[src/rtl/audio_pkg.sv]
// Shared types and constants for the audio sample sink: sample width, PWM
// period, midscale silence level and the handshake state encoding.
package audio_pkg;

    localparam int SAMPLE_W   = 11;
    localparam int PWM_PERIOD = 2048;

    localparam logic [SAMPLE_W-1:0] MIDSCALE = 11'd1024;
    localparam logic [SAMPLE_W-1:0] CNT_MAX  = SAMPLE_W'(PWM_PERIOD - 1);

    typedef enum logic {
        IDLE = 1'b0,
        ACK  = 1'b1
    } sink_state_t;

    // Saturating 16-bit increment used by event counters.
    function automatic logic [15:0] sat_inc16(input logic [15:0] value);
        if (value == 16'hFFFF) begin
            return value;
        end else begin
            return value + 16'd1;
        end
    endfunction

endpackage

[src/rtl/sync_fifo.sv]
// Single-clock FIFO with wrap-bit pointers; pushes when full and pops when
// empty are silently dropped so the caller never corrupts the occupancy.
module sync_fifo #(
    parameter int WIDTH = 11,
    parameter int DEPTH = 16
) (
    input  logic                     clk,
    input  logic                     rst_n,
    input  logic                     push,
    input  logic                     pop,
    input  logic [WIDTH-1:0]         din,
    output logic [WIDTH-1:0]         dout,
    output logic                     full,
    output logic                     empty,
    output logic [$clog2(DEPTH):0]   level
);

    localparam int AW = $clog2(DEPTH);
    localparam logic [AW:0] PTR_ONE = {{AW{1'b0}}, 1'b1};

    logic [WIDTH-1:0] mem_r [DEPTH];
    logic [AW:0]      wr_ptr_r;
    logic [AW:0]      rd_ptr_r;
    logic             do_push_s;
    logic             do_pop_s;

    assign do_push_s = push & ~full;
    assign do_pop_s  = pop & ~empty;

    // Read and write pointer advance.
    always_ff @(posedge clk or negedge rst_n) begin
        if (!rst_n) begin
            wr_ptr_r <= '0;
            rd_ptr_r <= '0;
        end else begin
            if (do_push_s) begin
                wr_ptr_r <= wr_ptr_r + PTR_ONE;
            end
            if (do_pop_s) begin
                rd_ptr_r <= rd_ptr_r + PTR_ONE;
            end
        end
    end

    // Sample storage; contents are meaningless until written, so no reset.
    always_ff @(posedge clk) begin
        if (do_push_s) begin
            mem_r[wr_ptr_r[AW-1:0]] <= din;
        end
    end

    assign dout  = mem_r[rd_ptr_r[AW-1:0]];
    assign empty = (wr_ptr_r == rd_ptr_r);
    assign full  = (wr_ptr_r[AW] != rd_ptr_r[AW]) &&
                   (wr_ptr_r[AW-1:0] == rd_ptr_r[AW-1:0]);
    assign level = wr_ptr_r - rd_ptr_r;

endmodule

[src/rtl/audio_sample_sink.sv]
// Consumer side of the processor audio req/ack handshake: queues samples and
// replays them as PWM. Optional underrun counter: AUDIO_SINK_UNDERRUN_CNT_EN.
module audio_sample_sink
    import audio_pkg::*;
#(
    parameter int DEPTH      = 16,
    parameter int PWM_REPEAT = 1
) (
    input  logic                     clkFPGA,
    input  logic                     rst,
    input  logic [SAMPLE_W-1:0]      sample_in,
    input  logic                     req_in,
    input  logic                     finish_in,
    output logic                     ack_out,
    output logic                     pwm_out,
    output logic [$clog2(DEPTH):0]   fifo_level,
    output logic                     drained
`ifdef AUDIO_SINK_UNDERRUN_CNT_EN
    ,
    output logic [15:0]              underrun_cnt
`endif
);

    localparam int REP_W = (PWM_REPEAT > 1) ? $clog2(PWM_REPEAT) : 1;
    localparam logic [REP_W-1:0] REP_LAST = REP_W'(PWM_REPEAT - 1);

    logic req_meta_r;
    logic req_s;
    logic fin_meta_r;
    logic fin_s;

    sink_state_t state_r;
    sink_state_t state_next_s;
    logic        push_s;
    logic        ack_r;

    logic [SAMPLE_W-1:0] cnt_r;
    logic [REP_W-1:0]    rep_r;
    logic [SAMPLE_W-1:0] cur_r;
    logic                pwm_r;
    logic                boundary_s;
    logic                pop_s;

    logic                fifo_full_s;
    logic                fifo_empty_s;
    logic [SAMPLE_W-1:0] fifo_dout_s;

    logic fin_l_r;
    logic drained_r;

    // Two-flop synchronizers for the processor-clock-domain strobes.
    always_ff @(posedge clkFPGA or negedge rst) begin
        if (!rst) begin
            req_meta_r <= 1'b0;
            req_s      <= 1'b0;
            fin_meta_r <= 1'b0;
            fin_s      <= 1'b0;
        end else begin
            req_meta_r <= req_in;
            req_s      <= req_meta_r;
            fin_meta_r <= finish_in;
            fin_s      <= fin_meta_r;
        end
    end

    // Handshake state and registered acknowledge.
    always_ff @(posedge clkFPGA or negedge rst) begin
        if (!rst) begin
            state_r <= IDLE;
            ack_r   <= 1'b0;
        end else begin
            state_r <= state_next_s;
            ack_r   <= (state_next_s == ACK);
        end
    end

    // Next-state: a full FIFO holds the request off in IDLE until space frees.
    always_comb begin
        state_next_s = state_r;
        push_s       = 1'b0;
        case (state_r)
            IDLE: begin
                if (req_s && !fifo_full_s) begin
                    push_s       = 1'b1;
                    state_next_s = ACK;
                end else begin
                    state_next_s = IDLE;
                end
            end
            ACK: begin
                if (!req_s) begin
                    state_next_s = IDLE;
                end else begin
                    state_next_s = ACK;
                end
            end
            default: begin
                state_next_s = IDLE;
            end
        endcase
    end

    sync_fifo #(
        .WIDTH (SAMPLE_W),
        .DEPTH (DEPTH)
    ) u_fifo (
        .clk   (clkFPGA),
        .rst_n (rst),
        .push  (push_s),
        .pop   (pop_s),
        .din   (sample_in),
        .dout  (fifo_dout_s),
        .full  (fifo_full_s),
        .empty (fifo_empty_s),
        .level (fifo_level)
    );

    // An empty FIFO at the boundary (even one being pushed this cycle) is an underrun.
    assign boundary_s = (cnt_r == CNT_MAX) && (rep_r == REP_LAST);
    assign pop_s      = boundary_s & ~fifo_empty_s;

    // PWM period and repeat counters, current sample and comparator output.
    always_ff @(posedge clkFPGA or negedge rst) begin
        if (!rst) begin
            cnt_r <= '0;
            rep_r <= '0;
            cur_r <= MIDSCALE;
            pwm_r <= 1'b0;
        end else begin
            cnt_r <= cnt_r + 11'd1;
            if (cnt_r == CNT_MAX) begin
                if (rep_r == REP_LAST) begin
                    rep_r <= '0;
                end else begin
                    rep_r <= rep_r + 1'b1;
                end
            end
            if (pop_s) begin
                cur_r <= fifo_dout_s;
            end
            pwm_r <= (cnt_r < cur_r);
        end
    end

    // Sticky finish latch and drained flag.
    always_ff @(posedge clkFPGA or negedge rst) begin
        if (!rst) begin
            fin_l_r   <= 1'b0;
            drained_r <= 1'b0;
        end else begin
            fin_l_r   <= fin_l_r | fin_s;
            drained_r <= drained_r |
                         (fin_l_r & fifo_empty_s & (state_r == IDLE) & ~req_s);
        end
    end

`ifdef AUDIO_SINK_UNDERRUN_CNT_EN
    logic        underrun_s;
    logic [15:0] underrun_cnt_r;

    assign underrun_s = boundary_s & fifo_empty_s;

    // Saturating count of boundaries that found nothing to play.
    always_ff @(posedge clkFPGA or negedge rst) begin
        if (!rst) begin
            underrun_cnt_r <= 16'd0;
        end else if (underrun_s) begin
            underrun_cnt_r <= sat_inc16(underrun_cnt_r);
        end else begin
            underrun_cnt_r <= underrun_cnt_r;
        end
    end

    assign underrun_cnt = underrun_cnt_r;
`endif

    assign ack_out = ack_r;
    assign pwm_out = pwm_r;
    assign drained = drained_r;

endmodule

[config.mk]
export PLATFORM = sky130hd
export DESIGN_NAME = audio_sample_sink
export DESIGN_NICKNAME = d
export VERILOG_FILES = /design/src/rtl/audio_pkg.sv /design/src/rtl/sync_fifo.sv /design/src/rtl/audio_sample_sink.sv
export SDC_FILE = /design/constraint.sdc
export NUM_CORES = 1
export LEC_CHECK = 0
export BUFFER_PORTS_ARGS = -buffer_cell sky130_fd_sc_hd__buf_2
export CAP_MARGIN = 20
export CORE_MARGIN = 3
export CORE_UTILIZATION = 48
export DETAILED_ROUTE_END_ITERATION = 10
export PLACE_DENSITY_LB_ADDON = 0.3
export RECOVER_POWER = 50
export SYNTH_ARGS = -nofsm -noshare
export SYNTH_HDL_FRONTEND = slang
export SYNTH_HIERARCHICAL = 1
export SYNTH_SLANG_ARGS = --single-unit
export TNS_END_PERCENT = 1
[constraint.sdc]
create_clock -name clkFPGA -period 10 [get_ports clkFPGA]
set_input_delay 0.5 -clock clkFPGA [delete_from_list [all_inputs] [get_ports clkFPGA]]
set_output_delay 0.5 -clock clkFPGA [all_outputs]
set_load 0.1 [all_outputs]
Word-level counts from Yosys, hierarchy flattened
Memory sizes are Yosys's and may differ from the RTL's. A register that Yosys moved wholly into a read port is not among the register bits. Cells that the tools add are included.

Add/sub/neg operators: 5. Bitwise operators: 13. Muxes and demuxes: 7. Reduce and logical (&&, ||, !) cells: 5. $lt $le $gt $ge: 1. Eq/ne operators: 4.

Operators with widths (count): adder 11 x 1 -> 11 bit (second input constant) (1); equality test 11 bit (second input constant) (1); < comparator 11 bit (1); adder 5 x 1 -> 5 bit (second input constant) (2); AND 1 bit (6); 2-to-1 mux 1 bit (6); equality test 5 bit (1); NOT 1 bit (5); subtractor 5 bit (1); equality test 4 bit (1); logical AND 1 bit (3); zero test 1 bit (2); OR 1 bit (2); one-hot mux 1 bit (2 select lines) (1); adder 1 bit (second input constant) (1); inequality test 1 bit (1).

Memory bits (writable): 176. Memories kept: 1. Flip-flop bits (word level): 30. Input port bits: 15. Word-level logic and storage cells: 48. Output and inout bits: 8.

Memories: u_fifo.mem_r (depth 16, bits a word 11, rd ports 1, clocked after Yosys merged registers in 1, write ports 1, line sync_fifo.sv:21) `logic [WIDTH-1:0] mem_r [DEPTH];`.

Depth between registers and ports, before layout
Gate-level depths: netlist (run 1).

Depth after elaboration: 9. Mapped depth: 12. Depth with buffers taken out: 8.

Cells and area by module
Netlist (run 1), hierarchy kept.

Modules (own cells, without submodules): sync_fifo (cells each 379, seq. area each 5535.3 µm², instances 1, area each 7494.7 µm²); audio_sample_sink (cells each 101, seq. area each 752.0 µm², instances 1, area each 1410.1 µm²).

Worst setup path before layout (run 1)
Ideal clock, no wire load.

Path type: reg2out. Start point: reg u_fifo.rd_ptr_r[1]. End point: out fifo_level[3]. Data arrival time: 2971 ps. Path slack: 6529 ps. Cell stages (with the launch flop): 9. Required time: 9500 ps. Cell sequence: dfrtp_1 > clkbuf_1 > buf_4 > buf_2 > inv_1 > ha_1 > a21o_1 > a21oi_1 > xnor2_1.

Word-level cells in the longest chain between the ends: 1.

RTL lines: from (decl) (line sync_fifo.sv:23) `logic [AW:0] rd_ptr_r;`; from (signal assigned) (line sync_fifo.sv:40) `rd_ptr_r <= rd_ptr_r + PTR_ONE;`; subtractor 5 bit (line sync_fifo.sv:56) `assign level = wr_ptr_r - rd_ptr_r;`; to (decl) (line audio_sample_sink.sv:16) `output logic [$clog2(DEPTH):0] fifo_level,`.

No other way between the ends.

Worst setup path after layout (run 1)
Start point: reg u_fifo.rd_ptr_r[1]. End point: mem u_fifo.mem_r[7][8], enable pin.

Word-level cells in the longest chain between the ends: 9.

RTL lines: equality test 4 bit (line sync_fifo.sv:55) `(wr_ptr_r[AW-1:0] == rd_ptr_r[AW-1:0]);`; logical AND 1 bit (line sync_fifo.sv:54) `assign full = (wr_ptr_r[AW] != rd_ptr_r[AW]) &&`; via fifo_full_s (line audio_sample_sink.sv:44) `logic fifo_full_s;`; zero test 1 bit (line audio_sample_sink.sv:83) `if (req_s && !fifo_full_s) begin`; logical AND 1 bit (line audio_sample_sink.sv:83); 2-to-1 mux 1 bit (line audio_sample_sink.sv:83); 2-to-1 mux 1 bit (line audio_sample_sink.sv:81) `case (state_r)`; via push_s (line audio_sample_sink.sv:34) `logic push_s;`; AND 1 bit (line sync_fifo.sv:27) `assign do_push_s = push & ~full;`; 2-to-1 mux 1 bit (line sync_fifo.sv:47) `if (do_push_s) begin`; 2-to-1 mux 1 bit (not written as such) (line sync_fifo.sv:48) `mem_r[wr_ptr_r[AW-1:0]] <= din;`; to (decl) (line sync_fifo.sv:21).

The timed path passes the listed nets, and every way through them passes these cells.

==> Flow_metrics.wiki, run 1 <==
{| class="wikitable"
! Metric !! Value
|-
| Net total in the final layout || 543
|-
| Synth Area per Inst || between 15 and 20 µm²
|-
| Element type at the critical path start || flop
|-
| Num Clock Sinks || about 220
|-
| Data required, critical path || 10130 ps
|-
| Post-synthesis xor/xnor area fraction || 2.07%
|-
| Hold slack final || between 100 and 150 ps
|-
| Cell leakage power || 3.37 nW
|-
| Routability Congestion || 0.838
|-
| Synth top area share || 59.4%
|-
| Core area || ~0.018 mm²
|-
| Row cnt || 49
|-
| Area enclosed by the die boundary || a little over 0.02 mm²
|-
| Flop-to-flop setup slack || 6190 ps
|-
| Total Wirelength || 18000 µm
|-
| Via count || 4380
|-
| Number of antenna violations at the first check in global routing || 0
|-
| DP Cell Count || 712
|-
| Capture endpoint of the worst hold path || fin_meta_r
|-
| Max Cap Viol || 1
|-
| Slew Viols, Final || slightly above 40
|-
| Worst voltage drop across the vdd grid || 174 µV
|-
| Top area cells in the synthesized netlist || edfxtp_1 (59%), dfrtp_1 (11%), mux4_2 (7.1%)
|-
| Number of buffers added for setup after CTS || 0
|-
| Element type at the critical path end || flop
|-
| Highest attainable clock frequency || 263 MHz
|-
| Cts bufs inserted || 22
|-
| Hold violation count in the final report || 0
|-
| Outcome || finished with violations
|-
| Total grt overflow || 0
|-
| Areal power density over the cells || 220 mW/mm²
|-
| Proportion of synthesized flip-flops having asynchronous set or reset || 18.5%
|-
| Count of flip-flops with a built-in enable after synthesis || 176
|-
| Beginning of the critical path || u_fifo/rd_ptr_r[1]
|-
| Power Total || ~0.0022 W
|-
| Vias per std cell || 5.82
|-
| Adder and majority cell fraction of the synthesized area || about 3.0%
|-
| Leading area contributor after synthesis || edfxtp_1
|-
| Number of top-level pins || 23
|-
| Transition time at the pin with the least slew margin || between 2000 and 2500 ps
|-
| Proportion of synthesized chip area in sequential cells || 70.6%
|-
| Crit-path slowest cell || nor2_1
|-
| Cells along the critical path || buf_4, inv_1, ha_1, nand4_1, nor2_1, nor3b_1, o21a_1, nand2_1, nor2_1
|-
| Die Ht || 142 µm
|-
| Synthesized area || 0.00890 mm²
|-
| Worst-Skew Late Latency || ~520 ps
|-
| Setup skew after layout || between 10 and 15 ps
|-
| Hold Path Origin || finish_in
|-
| DRC violation count after routing || 0
|-
| Violations in the final reports || max-capacitance violations, max-slew violations
|-
| Post-synthesis compound-gate area fraction || 4.09%
|-
| End of the worst register-to-register path || u_fifo/mem_r[7][8]
|-
| Total area of sequential cells || 0.00629 mm²
|-
| Min-delay worst type || input pin to flop
|-
| Setup TNS || 0 ps
|-
| Cts-stage hold buffer count || 0
|-
| First-pass GRT wire length || around 27000 µm
|-
| Vias in the first global route || 4439
|-
| Most repeated library cell on the critical path || nor2_1
|-
| Clock transition at the registers of the reported paths || 60 ps
|-
| Flop and latch count out of synthesis || around 220
|-
| Setup repair after global routing missed its margin || false
|-
| Most common library cell in the layout ignoring fill and taps || edfxtp_1
|-
| Min-Delay Path Depth || 1
|-
| Gate count of the mapped netlist || 480
|-
| Average wire length per cell after detail routing || 23.9 µm
|-
| Worst-path maximum fanout || 58
|-
| Reg-to-Reg Start || u_fifo/rd_ptr_r[1]
|-
| Final std cells w/o fill || 752
|-
| CTS max path bufs || 3
|-
| Clock tree root driver cell || clkbuf_16
|-
| Half-perimeter wire length after placement || 12000 µm
|-
| Setup CP Type || flop to flop
|-
| Total routing usage reported by global routing || 18.2%
|-
| Largest stage delay, worst path || 820 ps
|-
| Total setup violations reported at the end of the flow || 0
|-
| First-pass detailed-route iteration total || 5
|-
| Die W || 142 µm
|-
| Data arrival time at the worst-slack endpoint || around 3900 ps
|-
| Min Clock Period, post-route || 3810 ps
|-
| Layout cells sized above 1 || 20.5%
|-
| Depth of the worst register-to-register path || 9
|-
| Main combinational cell family by area after synthesis || multiplexers
|-
| Area Growth Syn to Fin || 11.3%
|-
| Number of antenna repair diodes || 0
|-
| Antenna Nets Post-Route || 0
|-
| Mapped Nets || approximately 520
|-
| Final standard cell utilization of the core || 54.8%
|-
| Number of distinct library cells after synthesis || 51
|-
| Highest-count cells in the layout ignoring fill and taps || edfxtp_1 (176), dfrtp_1 (37), mux2i_1 (33)
|-
| Area occupied by multi-input gates || 0.00240 mm²
|-
| Predominant post-synthesis flop cell || edfxtp_1
|-
| Initial DRC count || approximately 380
|-
| Synth warnings || 6
|-
| Buffers added on ports || 22
|-
| Worst rel slew slack || -50.2%
|-
| Pin count of the biggest net entering global routing || 59
|-
| Post-CTS resize count || 0
|-
| Htree depth || 1
|-
| Post-Synth Simple-Gate Area || 3.50%
|-
| Filler cells || 1399
|-
| Portion of netlist area occupied by mux cells || 14.0%
|-
| Starting density of the core || 49.2%
|-
| Tcrit/Tclk final || between 30% and 40%
|-
| TritonCTS clock tree || yes
|}
[power breakdown]
part / internal (W) / total [W] / switching (W)
clock: 0.000468 / 0.000828 / 0.000360
combinational: 0.0000603 / 0.000288 / 0.000228
sequential: 0.00102 / 0.00106 / 0.0000395
total: 0.00155 / 0.00218 / 0.000627
[metal layers]
layer	vias to the layer above	track usage (%)	wire length, µm
met1	2230	27.7	8260
met4	0	3.94	407
li1	1957	-	-
met3	26	3.80	1180
met2	167	27.7	8120
met5	-	0	0
[cells in the mapped netlist, types with 2 or more instances]
cell type  instances
a21o_1             3
a21oi_1            2
a22oi_1           11
a32oi_1           11
and3_2             2
and4_1             3
buf_12             3
buf_2              8
buf_4              2
clkbuf_1           6
dfrtp_1           39
edfxtp_1         176
ha_1              20
inv_1             20
mux2_2             2
mux2_4             9
mux2i_1           33
mux4_1             5
mux4_2            28
nand2_1           10
nand2b_1           3
nand3_1            3
nand4_1            4
nor2_1            15
nor3_1             4
o211ai_1           2
o21ai_0            3
o21ai_1           11
xnor2_1           15
xor2_1             6
[worst max-delay path, delay by kind of cell, from the launching register on]
kind	cells	cell delay, ps
AO/OA/AOI/OAI	1	390
flip-flops	1	340
buffers and inverters	2	860
adder cells (fa/ha/maj)	1	360
AND/OR/NAND/NOR	5	1470
[logic make-up (layout without fill, tap and decap cells)]
family | count (synthesis) | after routing
xor+xnor | 21 | 21
mux | 77 | 77
fa+ha+maj | 21 | 21
buf+inv | 41 | 84
compound gates | 51 | 51
simple gates | 53 | 53
flops | 216 | 216
[how the worst max path moves through the flow]
stage | depth (start not counted) | slack, ps | to
finish | 9 | 6190 | u_fifo/mem_r[7][8]
global placement | 9 | 6310 | u_fifo/mem_r[6][10]
floorplan | 8 | 6530 | fifo_level[3]
global route | 9 | 5980 | u_fifo/mem_r[4][8]
CTS | 9 | 6200 | u_fifo/mem_r[6][3]
detailed placement | 9 | 6210 | u_fifo/mem_r[6][5]
[state kept, by name, summed over array words and instances (netlist names)]
name,cells
drained,1
fin_s,1
cur_r,11
req_meta_r,1
fin_meta_r,1
fin_l_r,1
u_fifo/rd_ptr_r,5
req_s,1
u_fifo/mem_r,176
cnt_r,11
ack_out,1
pwm_out,1
u_fifo/wr_ptr_r,5
[final cells by class]
cell class	count	share of cell area, %
Timing Repair Buffer	24	1.11
Sequential cell	216	63.4
Tap cell	229	2.89
Clock inverter	18	2.03
Inverter	20	0.757
Clock buffer	22	5.55
Multi-Input combinational cell	223	24.2
[per-stage QoR]
stage / setup slack [ps] / cell area (µm²)
floorplan: 6530 / 8900
global placement: 6310 / 9180
detailed placement: 6210 / 9180
CTS: 6200 / 9930
global route: 5980 / 9910
finish: 6190 / 9910
(Power assumes the default switching activity.)
==> run 2, diff against run 1 <==
- ABC_AREA: unset -> 1
- clock period: 10 -> 3.17 ns (I/O delays scaled with it)
==> Flow_metrics.wiki, run 2 <==
{| class="wikitable"
! Metric !! Value
|-
| Starting density of the core || 49.0% (was 49.2%)
|-
| Min-delay worst type || input pin to flop (unchanged)
|-
| Setup repair after global routing missed its margin || false (unchanged)
|-
| Mapped Nets || 1065 (was 516)
|-
| First-pass GRT wire length || 34900 µm (was 27500 µm)
|-
| Max Cap Viol || 1 (unchanged)
|-
| Reg-to-Reg Start || u_fifo/wr_ptr_r[2] (was u_fifo/rd_ptr_r[1])
|-
| Num Clock Sinks || 216 (unchanged)
|-
| Power share of the clock group || 36.3% (was 38.0%)
|-
| Hold violation count in the final report || 0 (unchanged)
|-
| Depth of the worst register-to-register path || 11 (was 9)
|-
| End of the worst register-to-register path || u_fifo/mem_r[1][0] (was u_fifo/mem_r[7][8])
|-
| Vias per std cell || 4.95 (was 5.82)
|-
| TritonCTS clock tree || yes (unchanged)
|-
| Number of antenna violations at the first check in global routing || 0 (unchanged)
|-
| Core area || 0.0203 mm² (was 0.0181 mm²)
|-
| Row cnt || 52 (was 49)
|-
| Largest stage delay, worst path || 470 ps (was 820 ps)
|-
| CTS max path bufs || 3 (unchanged)
|-
| Slew Viols, Final || 41 (unchanged)
|-
| Areal power density over the cells || 621 mW/mm² (was 220 mW/mm²)
|-
| Setup TNS || 0 ps (unchanged)
|-
| Element type at the critical path start || flop (unchanged)
|-
| Data required, critical path || 3400 ps (was 10130 ps)
|-
| Flop and latch count out of synthesis || 216 (unchanged)
|-
| Half-perimeter wire length after placement || 13900 µm (was 12000 µm)
|-
| Initial DRC count || 648 (was 376)
|-
| Worst voltage drop across the vdd grid || 398 µV (was 174 µV)
|-
| Capture endpoint of the worst hold path || fin_meta_r (unchanged)
|-
| Max FFs per register || 176 (unchanged)
|-
| Total Wirelength || 22300 µm (was 18000 µm)
|-
| Switching power as a share of total power || 28.2% (was 28.8%)
|-
| Proportion of synthesized chip area in sequential cells || 63.3% (was 70.6%)
|-
| Buffers added on ports || 22 (unchanged)
|-
| Synth Area per Inst || 9.66 µm² (was 18.6 µm²)
|-
| Net total in the final layout || 1099 (was 543)
|-
| Vias in the first global route || 6352 (was 4439)
|-
| Hold slack final || 288 ps (was 101 ps)
|-
| Layout cells sized above 1 || 6.96% (was 20.5%)
|-
| Cts bufs inserted || 23 (was 22)
|-
| Worst-path maximum fanout || 8 (was 58)
|-
| Htree depth || 1 (unchanged)
|-
| Setup CP Type || flop to flop (unchanged)
|-
| Clock tree root driver cell || clkbuf_16 (unchanged)
|-
| Filler cells || 1788 (was 1399)
|-
| Proportion of power drawn by combinational gates || 16.0% (was 13.2%)
|-
| Hold Path Origin || finish_in (unchanged)
|-
| Number of antenna repair diodes || 0 (unchanged)
|-
| Worst-Skew Late Latency || 520 ps (about the same)
|-
| Sequential group share of total power || 47.7% (was 48.8%)
|-
| Element type at the critical path end || flop (unchanged)
|-
| Leading area contributor after synthesis || edfxtp_1 (unchanged)
|-
| Cell leakage power || 5.08 nW (was 3.37 nW)
|-
| Post-CTS resize count || 0 (unchanged)
|-
| Worst rel slew slack || -43.8% (was -50.2%)
|-
| Proportion of synthesized flip-flops having asynchronous set or reset || 18.5% (unchanged)
|-
| Data arrival time at the worst-slack endpoint || 3040 ps (was 3940 ps)
|-
| Area Growth Syn to Fin || 11.9% (was 11.3%)
|-
| Cells along the critical path || ha_1, nand2_1, nor2_1, nand2_1, inv_1, nor3_1, nand2_2, inv_2, nand2_1, nor2_1, buf_4 (was buf_4, inv_1, ha_1, nand4_1, nor2_1, nor3b_1, o21a_1, nand2_1, nor2_1)
|-
| Synthesized area || 0.00994 mm² (was 0.00890 mm²)
|-
| Area enclosed by the die boundary || 0.0225 mm² (was 0.0202 mm²)
|-
| Gate count of the mapped netlist || 1029 (was 480)
|-
| Total routing usage reported by global routing || 20.2% (was 18.2%)
|-
| Most common library cell in the layout ignoring fill and taps || nand2_1 (was edfxtp_1)
|-
| Crit-path slowest cell || dfrtp_1 (was nor2_1)
|-
| Power Total || 0.00690 W (was 0.00218 W)
|-
| Clock transition at the registers of the reported paths || 60 ps (about the same)
|-
| Number of buffers added for setup after CTS || 0 (unchanged)
|-
| Most common cell in the synthesized netlist || nand2_1 (was edfxtp_1)
|-
| Internal power summed over all cells || 0.00496 W (was 0.00155 W)
|-
| Antenna Nets Post-Route || 0 (unchanged)
|-
| Average wire length per cell after detail routing || 16.6 µm (was 23.9 µm)
|-
| Number of distinct library cells after synthesis || 29 (was 51)
|-
| Net load switching power || 0.00194 W (was 0.000627 W)
|-
| Count of flip-flops with a built-in enable after synthesis || 176 (unchanged)
|-
| Predominant post-synthesis flop cell || edfxtp_1 (unchanged)
|-
| Final worst setup slack || 358 ps (was 6190 ps)
|-
| Routability Congestion || 0.873 (was 0.838)
|-
| Commonest cells post-synth || nand2_1 (353), inv_1 (200), edfxtp_1 (176) (was edfxtp_1 (176), dfrtp_1 (39), mux2i_1 (33))
|-
| Tcrit/Tclk final || 88.7% (was 38.1%)
|-
| Synth top area share || 53.2% (was 59.4%)
|-
| Top area cells in the synthesized netlist || edfxtp_1 (53%), nand2_1 (13%), dfrtp_1 (9.8%) (was edfxtp_1 (59%), dfrtp_1 (11%), mux4_2 (7.1%))
|-
| Min-Delay Path Depth || 2 (was 1)
|-
| Finished Cell Area || 0.0111 mm² (was 0.00991 mm²)
|-
| First-pass detailed-route iteration total || 5 (unchanged)
|-
| Worst Setup Slack post-DPL || 422 ps (was 6210 ps)
|-
| Die W || 150 µm (was 142 µm)
|-
| Synth warnings || 6 (unchanged)
|-
| Min Clock Period, post-route || 2810 ps (was 3810 ps)
|-
| DRC violation count after routing || 0 (unchanged)
|-
| Pin count of the biggest net entering global routing || 91 (was 59)
|-
| Violations in the final reports || max-capacitance violations, max-slew violations (unchanged)
|-
| Total setup violations reported at the end of the flow || 0 (unchanged)
|-
| Flop-to-flop setup slack || 360 ps (was 6190 ps)
|-
| Transition time at the pin with the least slew margin || 2160 ps (was 2250 ps)
|-
| Total grt overflow || 0 (unchanged)
|-
| Most repeated library cell on the critical path || nand2_1 (was nor2_1)
|-
| Highest attainable clock frequency || 356 MHz (was 263 MHz)
|-
| Highest-count cells in the layout ignoring fill and taps || nand2_1 (353), inv_1 (200), edfxtp_1 (176) (was edfxtp_1 (176), dfrtp_1 (37), mux2i_1 (33))
|-
| Outcome || finished with violations (unchanged)
|-
| Placed instance area || 0.0104 mm² (was 0.00918 mm²)
|-
| Via count || 6671 (was 4380)
|-
| Die Ht || 150 µm (was 142 µm)
|-
| Setup skew after layout || 15.1 ps (was 10.1 ps)
|-
| Number of top-level pins || 23 (unchanged)
|}
-- run 2: changes by cell type after synthesis, sizes merged, moves of 23 or more --
cell and delta:
buf +23, nand3 +116, nand2 +344, inv +183, mux2i -33, mux4 -33
-- run 2: repair_timing --
item                                    in CTS  in global routing
endpoints found under the setup margin       0                  0
hold buffers                                 3                  0
hold endpoints to repair                    41                  0
-- run 2: kinds of logic after synthesis --
family,count (synthesis),synth area share (%)
buffers and inverters,242,9.95
AOI/OAI and AO/OA,12,0.705
xor gates and xnor gates,19,1.67
DFF,216,63.3
adders and majority gates,21,2.72
and+or+nand+nor,519,21.7
-- run 2: area by class of cell --
type                    count  area (µm²)  share of cell area, %
clock buffers              26         587                   5.28
flip-flops and latches    216        6290                   56.6
repair buffers             48         358                   3.22
multi-input cells         571        2660                   23.9
clock inverters            14         121                   1.09
inverters                 203         764                   6.88
well taps                 270         338                   3.04
-- run 2: power by group through the flow --
| stage | clock network (W) | logic (W) | registers (W) |
|---|---|---|---|
| 2_1_floorplan | 0 | 0.000676 | 0.00336 |
| 3_3_place_gp | 0 | 0.00111 | 0.00334 |
| 3_5_place_dp | 0 | 0.00110 | 0.00335 |
| 4_1_cts | 0.00255 | 0.00111 | 0.00329 |
| 5_1_grt | 0.00268 | 0.00118 | 0.00330 |
| 6_report | 0.00251 | 0.00110 | 0.00329 |
-- run 2: how the worst max path moves through the flow --
stage,slack (ps),endpoint,cells after the start,start
after global routing,160,u_fifo/mem_r[2][4],11,u_fifo/wr_ptr_r[2]
after global placement,530,u_fifo/mem_r[2][10],11,u_fifo/wr_ptr_r[2]
after CTS,400,u_fifo/mem_r[1][0],11,u_fifo/wr_ptr_r[2]
final,360,u_fifo/mem_r[1][0],11,u_fifo/wr_ptr_r[2]
after floorplan,280,fifo_level[4],6,u_fifo/rd_ptr_r[3]
after detailed placement,420,u_fifo/mem_r[1][0],11,u_fifo/wr_ptr_r[2]
-- run 2: through the flow --
step                      std cells  utilization (%)
after detailed placement       1305             51.2
after floorplan                1029                -
after global placement         1305             51.2
after global routing           1348             54.8
final                          1348             54.8
after CTS                      1348             54.8
-- run 2: critical path, delay by kind of cell, from the launching register on --
| kind | cells | cell delay (ps) |
|---|---|---|
| DFF | 1 | 470 |
| and+or+nand+nor | 7 | 1190 |
| adders and majority gates | 1 | 400 |
| buffers and inverters | 3 | 460 |
-- run 2: layer usage --
layer / part of all wire (%) / routed length (µm) / global-route usage (%)
met5: 0 / 0 / 0
met4: 3.2 / 716 / 6.59
met3: 5.8 / 1300 / 3.24
met2: 47 / 10500 / 33.0
met1: 44 / 9800 / 27.9
==> run 3, diff against run 2 <==
- CELL_PAD_IN_SITES_DETAIL_PLACEMENT: unset -> 0
- CELL_PAD_IN_SITES_GLOBAL_PLACEMENT: unset -> 1
- CORE_UTILIZATION: 48 -> 45
- SLEW_MARGIN: unset -> 20
==> Flow_metrics.wiki, run 3 (same netlist as run 2, synthesis figures left out) <==
{| class="wikitable"
! Metric !! Value
|-
| Outcome || finished with violations (unchanged)
|-
| Violations in the final reports || max-capacitance violations, max-slew violations (unchanged)
|-
| Hold slack final || 266 ps (was 288 ps)
|-
| Total area of sequential cells || 0.00629 mm² (about the same)
|-
| Hold violation count in the final report || 0 (unchanged)
|-
| Setup repair after global routing missed its margin || false (unchanged)
|-
| Highest attainable clock frequency || 360 MHz (was 356 MHz)
|-
| Row cnt || 53 (was 52)
|-
| Worst voltage drop across the vdd grid || 434 µV (was 398 µV)
|-
| Worst rel slew slack || -47.8% (was -43.8%)
|-
| Element type at the critical path end || flop (unchanged)
|-
| Vias per std cell || 4.81 (was 4.95)
|-
| Min Clock Period, post-route || 2770 ps (was 2810 ps)
|-
| Total grt overflow || 0 (unchanged)
|-
| Die Ht || 155 µm (was 150 µm)
|-
| Max FFs per register || 176 (unchanged)
|-
| Layout cells sized above 1 || 7.76% (was 6.96%)
|-
| Routability Congestion || 0.832 (was 0.873)
|-
| Die W || 155 µm (was 150 µm)
|-
| Slew Viols, Final || 41 (unchanged)
|-
| Reg-to-Reg Start || u_fifo/wr_ptr_r[2] (unchanged)
|-
| Max Cap Viol || 1 (unchanged)
|-
| Tcrit/Tclk final || 87.5% (was 88.7%)
|-
| Areal power density over the cells || 631 mW/mm² (was 621 mW/mm²)
|-
| Highest-count cells in the layout ignoring fill and taps || nand2_1 (353), inv_1 (200), edfxtp_1 (176) (unchanged)
|-
| Pin count of the biggest net entering global routing || 91 (unchanged)
|-
| Hold Path Origin || sample_in[0] (was finish_in)
|-
| Area enclosed by the die boundary || 0.0239 mm² (was 0.0225 mm²)
|-
| Finished Cell Area || 0.0112 mm² (was 0.0111 mm²)
|-
| Data required, critical path || 3410 ps (was 3400 ps)
|-
| Clock tree root driver cell || clkbuf_16 (unchanged)
|-
| Core area || 0.0214 mm² (was 0.0203 mm²)
|-
| Final standard cell utilization of the core || 52.4% (was 54.8%)
|-
| Htree depth || 1 (unchanged)
|-
| Half-perimeter wire length after placement || 14100 µm (was 13900 µm)
|-
| Worst-Skew Late Latency || 520 ps (about the same)
|-
| Filler cells || 1940 (was 1788)
|-
| Beginning of the critical path || u_fifo/wr_ptr_r[2] (unchanged)
|-
| Buffers added on ports || 22 (unchanged)
|-
| Net total in the final layout || 1101 (was 1099)
|-
| Number of top-level pins || 23 (unchanged)
|-
| Cell leakage power || 5.14 nW (was 5.08 nW)
|-
| Setup CP Type || flop to flop (unchanged)
|-
| Number of antenna violations at the first check in global routing || 1 (was 0)
|-
| TritonCTS clock tree || yes (unchanged)
|-
| Final worst setup slack || 395 ps (was 358 ps)
|-
| Transition time at the pin with the least slew margin || 2220 ps (was 2160 ps)
|-
| Clock transition at the registers of the reported paths || 60 ps (about the same)
|-
| First-pass GRT wire length || 35200 µm (was 34900 µm)
|-
| Cts bufs inserted || 24 (was 23)
|-
| Area occupied by multi-input gates || 0.00266 mm² (unchanged)
|-
| Initial DRC count || 405 (was 648)
|-
| Min-delay worst type || input pin to flop (unchanged)
|-
| Data arrival time at the worst-slack endpoint || 3010 ps (was 3040 ps)
|-
| Most common library cell in the layout ignoring fill and taps || nand2_1 (unchanged)
|-
| CTS max path bufs || 3 (unchanged)
|-
| Antenna Nets Post-Route || 0 (unchanged)
|-
| Element type at the critical path start || flop (unchanged)
|-
| Number of antenna repair diodes || 0 (unchanged)
|-
| Via count || 6533 (was 6671)
|-
| Vias in the first global route || 6427 (was 6352)
|-
| Setup TNS || 0 ps (unchanged)
|-
| Placed instance area || 0.0104 mm² (about the same)
|-
| Setup skew after layout || 20.3 ps (was 15.1 ps)
|-
| Average wire length per cell after detail routing || 16.4 µm (was 16.6 µm)
|-
| Starting density of the core || 46.5% (was 49.0%)
|-
| Total routing usage reported by global routing || 19.0% (was 20.2%)
|-
| Worst Setup Slack post-DPL || 396 ps (was 422 ps)
|-
| DRC violation count after routing || 0 (unchanged)
|-
| Area Growth Syn to Fin || 12.6% (was 11.9%)
|-
| First-pass detailed-route iteration total || 5 (unchanged)
|-
| Total setup violations reported at the end of the flow || 0 (unchanged)
|-
| Worst-path maximum fanout || 8 (unchanged)
|-
| Total Wirelength || 22200 µm (was 22300 µm)
|-
| Number of buffers added for setup after CTS || 0 (unchanged)
|-
| Num Clock Sinks || 216 (unchanged)
|}
[run 3: repair_timing]
item	in CTS	in global routing
resized for setup	0	0
endpoints found under the hold margin	41	0
hold buffers	3	0
[run 3: cell type report]
class | instances | area share, %
clock inverters | 16 | 1.52
repair buffers | 49 | 2.97
flip-flops and latches | 216 | 56.2
inverters | 203 | 6.83
multi-input cells | 571 | 23.8
clock buffers | 28 | 5.59
well taps | 275 | 3.08
[run 3: power by group]
group,switching (W),internal [W]
Combinational,0.000756,0.000245
Clock,0.00111,0.00166
Sequential,0.0000727,0.00321
[run 3: per-stage QoR]
step / total power (W) / std cells
finish: 0.00706 / 1358
global route: 0.00733 / 1358
CTS: 0.00712 / 1358
detailed placement: 0.00435 / 1311
global placement: 0.00435 / 1311
floorplan: 0.00404 / 1029
[run 3: final timing paths]
kind                                             to  slack, ps  depth (start not counted)
worst max register to register  u_fifo/mem_r[14][1]        400                         11
worst min-delay path            u_fifo/mem_r[10][0]        270                          1
worst min register to register                req_s        350                          0
min in group asynchronous                  cnt_r[8]        840                          2
worst max-delay path            u_fifo/mem_r[14][1]        400                         11
max in group asynchronous        u_fifo/rd_ptr_r[1]        880                          2
[run 3: metal layers]
metal,share of wire [%],track usage (%),vias up
met1,43,24.4,3054
met5,0,0,-
met3,4.2,2.88,48
met2,50,33.2,129
li1,-,-,3302
met4,2.9,6.18,0
[run 3: worst max-delay path: stages (launching register included)]
cell and delay (ps):
dfrtp_1 460, ha_1 400, nand2_1 90, nor2_1 50
nand2_1 90, inv_1 60, nor3_1 220, nand2_2 180
inv_2 150, nand2_1 180, nor2_1 360, buf_4 240
